$ cat config.mk
export PLATFORM = sky130hd
export DESIGN_NAME = msg_block_loader
export DESIGN_NICKNAME = d
export VERILOG_FILES = /design/src/rtl/mining_pkg.sv /design/src/rtl/blk_slot_ctr.sv /design/src/rtl/msg_block_loader.sv
export SDC_FILE = /design/constraint.sdc
export NUM_CORES = 1
export LEC_CHECK = 0
export ABC_CLOCK_PERIOD_IN_PS = 7300
export CAP_MARGIN = 10
export CORE_MARGIN = 4
export CORE_UTILIZATION = 45
export DETAILED_ROUTE_END_ITERATION = 8
export GPL_TIMING_DRIVEN = 0
export PLACE_DENSITY = 0.85
export SLEW_MARGIN = 20
export SYNTH_ARGS = -nofsm -noshare
export SYNTH_HDL_FRONTEND = slang
export SYNTH_SLANG_ARGS = --single-unit
$ cat constraint.sdc
create_clock -name clock -period 7.3 [get_ports clock]
set_clock_uncertainty 0.2 [all_clocks]
set_input_delay 1.46 -clock clock [delete_from_list [all_inputs] [get_ports clock]]
set_output_delay 1.46 -clock clock [all_outputs]
set_load 0.02 [all_outputs]
$ cat src/rtl/mining_pkg.sv
// Shared definitions for the mining datapath: loader state encoding, block
// geometry and the SHA-256 padding length helper.
package mining_pkg;

  typedef enum logic [1:0] {
    ST_IDLE = 2'd0,
    ST_LOAD = 2'd1,
    ST_PAD  = 2'd2,
    ST_DONE = 2'd3
  } state_t;

  localparam int BLOCK_W     = 512;
  localparam int LEN_FIELD_W = 64;

  // Words needed after the message: the '1' marker, zero fill, and the
  // 64-bit length, rounded up to a whole number of blocks.
  function automatic int pad_words(input int msg_len, input int word_w);
    int total;
    total = ((msg_len + LEN_FIELD_W + 1 + BLOCK_W - 1) / BLOCK_W) * BLOCK_W;
    return (total - msg_len) / word_w;
  endfunction

endpackage

$ cat src/rtl/blk_slot_ctr.sv
// Block slot counter: walks the word MSB index down through a block, then
// wraps to the next block address and counts the completed block.
module blk_slot_ctr #(
  parameter int ADDR_W  = 16,
  parameter int WORD_W  = 32,
  parameter int BLOCK_W = 512
) (
  input  logic              clock,
  input  logic              reset,
  input  logic              load,
  input  logic              advance,
  input  logic [ADDR_W-1:0] base,
  output logic [ADDR_W-1:0] addr,
  output logic [8:0]        addr_width,
  output logic [ADDR_W-1:0] blocks
);

  localparam logic [8:0] TOP_BIT  = 9'(BLOCK_W - 1);
  localparam logic [8:0] LAST_BIT = 9'(WORD_W - 1);
  localparam logic [8:0] STEP     = 9'(WORD_W);

  always_ff @(posedge clock or posedge reset) begin
    if (reset) begin
      addr       <= '0;
      addr_width <= TOP_BIT;
      blocks     <= '0;
    end else if (load) begin
      addr       <= base;
      addr_width <= TOP_BIT;
      blocks     <= '0;
    end else if (advance) begin
      if (addr_width == LAST_BIT) begin
        addr_width <= TOP_BIT;
        addr       <= addr + ADDR_W'(1);
        blocks     <= blocks + ADDR_W'(1);
      end else begin
        addr_width <= addr_width - STEP;
      end
    end
  end

endmodule

$ cat src/rtl/msg_block_loader.sv
// Word-serial message loader: streams message words into 512-bit BRAM blocks
// MSB-first and optionally appends SHA-256 padding in hardware.
module msg_block_loader #(
  parameter int WORD_W  = 32,
  parameter int BLOCK_W = 512,
  parameter int MSG_LEN = 1024,
  parameter int ADDR_W  = 16,
  parameter int PAD_EN  = 1
) (
  input  logic              clock,
  input  logic              reset,
  input  logic              start,
  input  logic [ADDR_W-1:0] base_addr,
  input  logic [WORD_W-1:0] in_data,
  input  logic              in_valid,
  output logic              in_ready,
  output logic              cs_n,
  output logic              wr_n,
  output logic [ADDR_W-1:0] addr,
  output logic [8:0]        addr_width,
  output logic [WORD_W-1:0] bram_data_in,
  output logic              busy,
  output logic              done,
  output logic [ADDR_W-1:0] blocks_written
);
  import mining_pkg::*;

  localparam int MSG_WORDS = MSG_LEN / WORD_W;
  localparam int PAD_WORDS = pad_words(MSG_LEN, WORD_W);
  localparam int LEN_WORDS = LEN_FIELD_W / WORD_W;
  localparam int CNT_W     = $clog2(MSG_WORDS + PAD_WORDS + 1);
  localparam logic [CNT_W-1:0]       LAST_MSG = CNT_W'(MSG_WORDS - 1);
  localparam logic [CNT_W-1:0]       LAST_PAD = CNT_W'(PAD_WORDS - 1);
  localparam logic [LEN_FIELD_W-1:0] LEN_VAL  = LEN_FIELD_W'(MSG_LEN);

  state_t            state, state_nxt;
  logic [CNT_W-1:0]  cnt;
  logic              start_ok, accept, issue_pad;
  logic [WORD_W-1:0] pad_word;
  logic              vld_p1;
  logic [WORD_W-1:0] data_p1;

  always_ff @(posedge clock or posedge reset) begin
    if (reset) state <= ST_IDLE;
    else       state <= state_nxt;
  end

  always_comb begin
    state_nxt = state;
    start_ok  = 1'b0;
    accept    = 1'b0;
    issue_pad = 1'b0;
    unique case (state)
      ST_IDLE, ST_DONE: begin
        if (start) begin
          start_ok  = 1'b1;
          state_nxt = ST_LOAD;
        end
      end
      ST_LOAD: begin
        if (in_valid) begin
          accept = 1'b1;
          if (cnt == LAST_MSG) state_nxt = (PAD_EN != 0) ? ST_PAD : ST_DONE;
        end
      end
      ST_PAD: begin
        issue_pad = 1'b1;
        if (cnt == LAST_PAD) state_nxt = ST_DONE;
      end
      default: ;
    endcase
  end

  assign in_ready = (state == ST_LOAD);
  assign busy     = (state == ST_LOAD) || (state == ST_PAD);
  assign done     = (state == ST_DONE);

  // One counter indexes message words in LOAD and pad words in PAD.
  always_ff @(posedge clock or posedge reset) begin
    if (reset) begin
      cnt <= '0;
    end else if (start_ok) begin
      cnt <= '0;
    end else if (accept) begin
      cnt <= (cnt == LAST_MSG) ? '0 : cnt + CNT_W'(1);
    end else if (issue_pad) begin
      cnt <= (cnt == LAST_PAD) ? '0 : cnt + CNT_W'(1);
    end
  end

  // Pad word 0 carries the marker bit; the final LEN_WORDS words carry the
  // big-endian length, most significant slice first.
  always_comb begin
    pad_word = '0;
    if (cnt == '0)
      pad_word[WORD_W-1] = 1'b1;
    else if (int'(cnt) >= PAD_WORDS - LEN_WORDS)
      pad_word = WORD_W'(LEN_VAL >> (WORD_W * (PAD_WORDS - 1 - int'(cnt))));
  end

  // ---- stage p0 -> p1: registered BRAM write ----
  always_ff @(posedge clock or posedge reset) begin
    if (reset) begin
      vld_p1  <= 1'b0;
      data_p1 <= '0;
    end else begin
      vld_p1 <= accept || issue_pad;
      if (accept)         data_p1 <= in_data;
      else if (issue_pad) data_p1 <= pad_word;
    end
  end

  assign cs_n         = ~vld_p1;
  assign wr_n         = ~vld_p1;
  assign bram_data_in = data_p1;

  blk_slot_ctr #(
    .ADDR_W  (ADDR_W),
    .WORD_W  (WORD_W),
    .BLOCK_W (BLOCK_W)
  ) u_slot (
    .clock      (clock),
    .reset      (reset),
    .load       (start_ok),
    .advance    (vld_p1),
    .base       (base_addr),
    .addr       (addr),
    .addr_width (addr_width),
    .blocks     (blocks_written)
  );

endmodule

==> flow_metrics.tcl <==
set metrics [dict create \
    cts_hold_buf 0 \
    nNetsFinal 629 \
    ios 130 \
    first_iter_violations 129 \
    num_antenna_cells 0 \
    synth_seq_cells 78 \
    critical_path.most_common_cell "inv_1" \
    clock_power_share_pct 18.3 \
    instances_no_fill 678 \
    grt_pass1_wl_um 17200 \
    netlist_top_cells_area "dfrtp_1, nand2_1, nand3b_1" \
    core_sq_mm 0.00838 \
    yosysSeqAreaShare_pct 49.3 \
    fin_tns_setup_ns 0 \
    place_congestion 0.836 \
    synth_edf_count 0 \
    netlist.top_cell.by_area "dfrtp_1" \
    fillers 681 \
    register_area_sq_mm 0.00196 \
    slowest_stage "clkdlybuf4s50_1" \
    internal-power_w 0.00123 \
    grt_max_degree 45 \
    synth.distinct_cells 44 \
    yosys-top-cells-count "nand2_1, dfrtp_1, nand3b_1" \
    slew_viol_final 0 \
    cts.repair.resized 0 \
    dp_cells 662 \
    netSwitchingPower_w 0.000809 \
    cp_max_fo 4 \
    wl_per_cell_um 15.4 \
    vias_per_cell 5.36 \
    syn_avg_cell_area_sq_um 9.29 \
    cts-htree-levels 3 \
    p_comb_share_pct 48.1 \
    dp_hpwl_um 7570 \
    grt_usage_pct 20.8 \
    synth_nets 488 \
    postCtsSetupBuffers 0 \
    path_buf_inv 3 \
    path_cells "inv_1 -> ha_1 -> inv_1 -> clkdlybuf4s50_1" \
    setup_viol 0 \
    hold_class "register to register" \
    vdd_drop_max_v 0.000197 \
    slowest_delay_ns 0.61 \
    vias 3636 \
    grt-ovfl-total 0 \
    crit_required_ns 5.64 \
    hold_violations 0 \
    max_slew_margin_pct 59.8 \
    ys_warn_count 0 \
    drtAntennaViolNets 0 \
    power.leakage_nw 2.51 \
    io_buffers 129 \
    drtPass1Iterations 5 \
    start_util_pct 47.4 \
    power_w 0.00204 \
    multi_input_comb_area_sq_mm 0.00182 \
    worst-setup-path-type "register to output pin" \
    synth_area_sq_mm 0.00397 \
    synth_top_area_share_pct 46.0 \
    rsz0062_at_grt "no" \
    grt_pass1_vias 3590 \
    crit_path_end_kind "output pin" \
    clk_latency_ns 0.34 \
    seqPwrFrac_pct 33.5 \
    drive_above_1_share_pct 6.63 \
    synth.most_common_cell "nand2_1" \
    p_per_area_mw_per_mm2 362 \
    period_needed_ns 3.53 \
    drc 0 \
    antenna_found_initial 0 \
    die_w_um 102 \
    worst_pin_slew_ns 0.599 \
    path_clk_slew_ns 0.08 \
    routed_wl_um 10400 \
    status "finished clean" \
    rrSetupSlack_ns 4.71 \
    async_flop_share_pct 100 \
    area.growth.synth_to_final_pct 42.3 \
    rows 33 \
    max_freq_mhz 283 \
    root_buffer "clkbuf_8" \
    crit_path_start_kind "register" \
    critPathTopFamily "buffers and inverters" \
    netlist_instances 427 \
    dieHeight_um 102 \
    worst_ep_arrival_time_ns 1.87 \
    numCtsBuffers 9 \
    p_sw_share_pct 39.6 \
    cts_tree "built" \
    clock_sinks 78 \
    clock_path_buffers 2 \
    timing.final.crit_share_pct 48.3 \
    ys.flop_type "dfrtp_1" \
    fp.dieArea_sq_mm 0.0104 \
    max_cap_viol_count 0 \
]
[registers in the layout, indices dropped and copies added (netlist names)]
| name | count |
|---|---|
| bram_data_in | 32 |
| u_slot.addr | 16 |
| u_slot.blocks | 16 |
| cnt | 6 |
| u_slot.addr_width | 5 |
| state | 2 |
| vld_p1 | 1 |
[path summary, 6_finish.rpt]
check                                                 start  cells after the start                                to
worst min-delay path            bram_data_in[4]$_DFFE_PP0P_                      2       bram_data_in[4]$_DFFE_PP0P_
worst max-delay path                   state[0]$_DFFE_PP0P_                      4                              busy
max in group asynchronous                             reset                      3  u_slot.addr_width[6]$_DFFE_PP1P_
min in group asynchronous                             reset                      2              state[1]$_DFFE_PP0P_
worst max register to register         state[0]$_DFFE_PP0P_                      8      u_slot.blocks[5]$_DFFE_PP0P_
worst min register to register  bram_data_in[4]$_DFFE_PP0P_                      2       bram_data_in[4]$_DFFE_PP0P_
[tightest hold or removal path: cells and delay by family, from the launching register on]
kind | cells | cell delay (ns)
and+or+nand+nor | 2 | 0.14
DFF | 1 | 0.34
[placed cells by master, fill, tap and decap left out, types with 10 or more instances in the layout]
master,instances
nand2_1,96
nand3_1,19
dfrtp_1,73
inv_1,17
clkbuf_8,12
nor2_1,23
a21oi_1,10
clkbuf_1,21
nand3b_1,33
clkdlybuf4s50_1,129
a31oi_1,11
o21ai_0,14
[cell families (layout without fill, tap and decap cells)]
logic type / after synthesis / count (layout) / share of synthesized area (%)
and+or+nand+nor: 221 / 221 / 29.5
DFF: 78 / 78 / 49.3
AOI/OAI and AO/OA: 55 / 55 / 8.99
buffers and inverters: 44 / 190 / 4.82
xor gates and xnor gates: 16 / 16 / 3.53
adders and majority gates: 9 / 9 / 2.84
muxes: 4 / 4 / 1.01
[power by group through the flow]
| stage | Clock [W] | Combinational [W] | Sequential [W] |
|---|---|---|---|
| global route | 0.000406 | 0.00107 | 0.000704 |
| detailed placement | 0 | 0.000986 | 0.000689 |
| floorplan | 0 | 0.000432 | 0.000814 |
| global placement | 0 | 0.000964 | 0.000678 |
| CTS | 0.000382 | 0.000993 | 0.000684 |
| finish | 0.000375 | 0.000983 | 0.000685 |
[layout make-up]
type / instances / area share, %
Sequential cell: 78 / 34.7
Multi-Input combinational cell: 305 / 32.2
Timing Repair Buffer: 130 / 23.2
Clock buffer: 13 / 2.99
Tap cell: 105 / 2.33
Buffer: 26 / 2.19
Inverter: 18 / 1.24
Clock inverter: 3 / 1.15
[per-layer routing]
metal,vias to the layer above,global-route usage (%),part of all wire (%)
li1,1748,-,-
met1,1707,25.4,40
met2,163,34.2,47
met3,18,7.51,11
met4,0,7.16,1.7
met5,-,0,0
[through the flow]
| step | setup slack, ns | hold WS [ns] | cell area (sq um) | utilization (%) |
|---|---|---|---|---|
| floorplan | 3.65 | 0.273 | 3970 | - |
| finish | 3.77 | 0.319 | 5650 | 67.4 |
| CTS | 3.75 | 0.315 | 5650 | 67.4 |
| global placement | 2.37 | 0.290 | 5390 | 64.3 |
| detailed placement | 3.59 | 0.298 | 5410 | 64.6 |
| global route | 3.66 | 0.339 | 5650 | 67.4 |
Note: power is estimated with default switching activity, not from simulation.
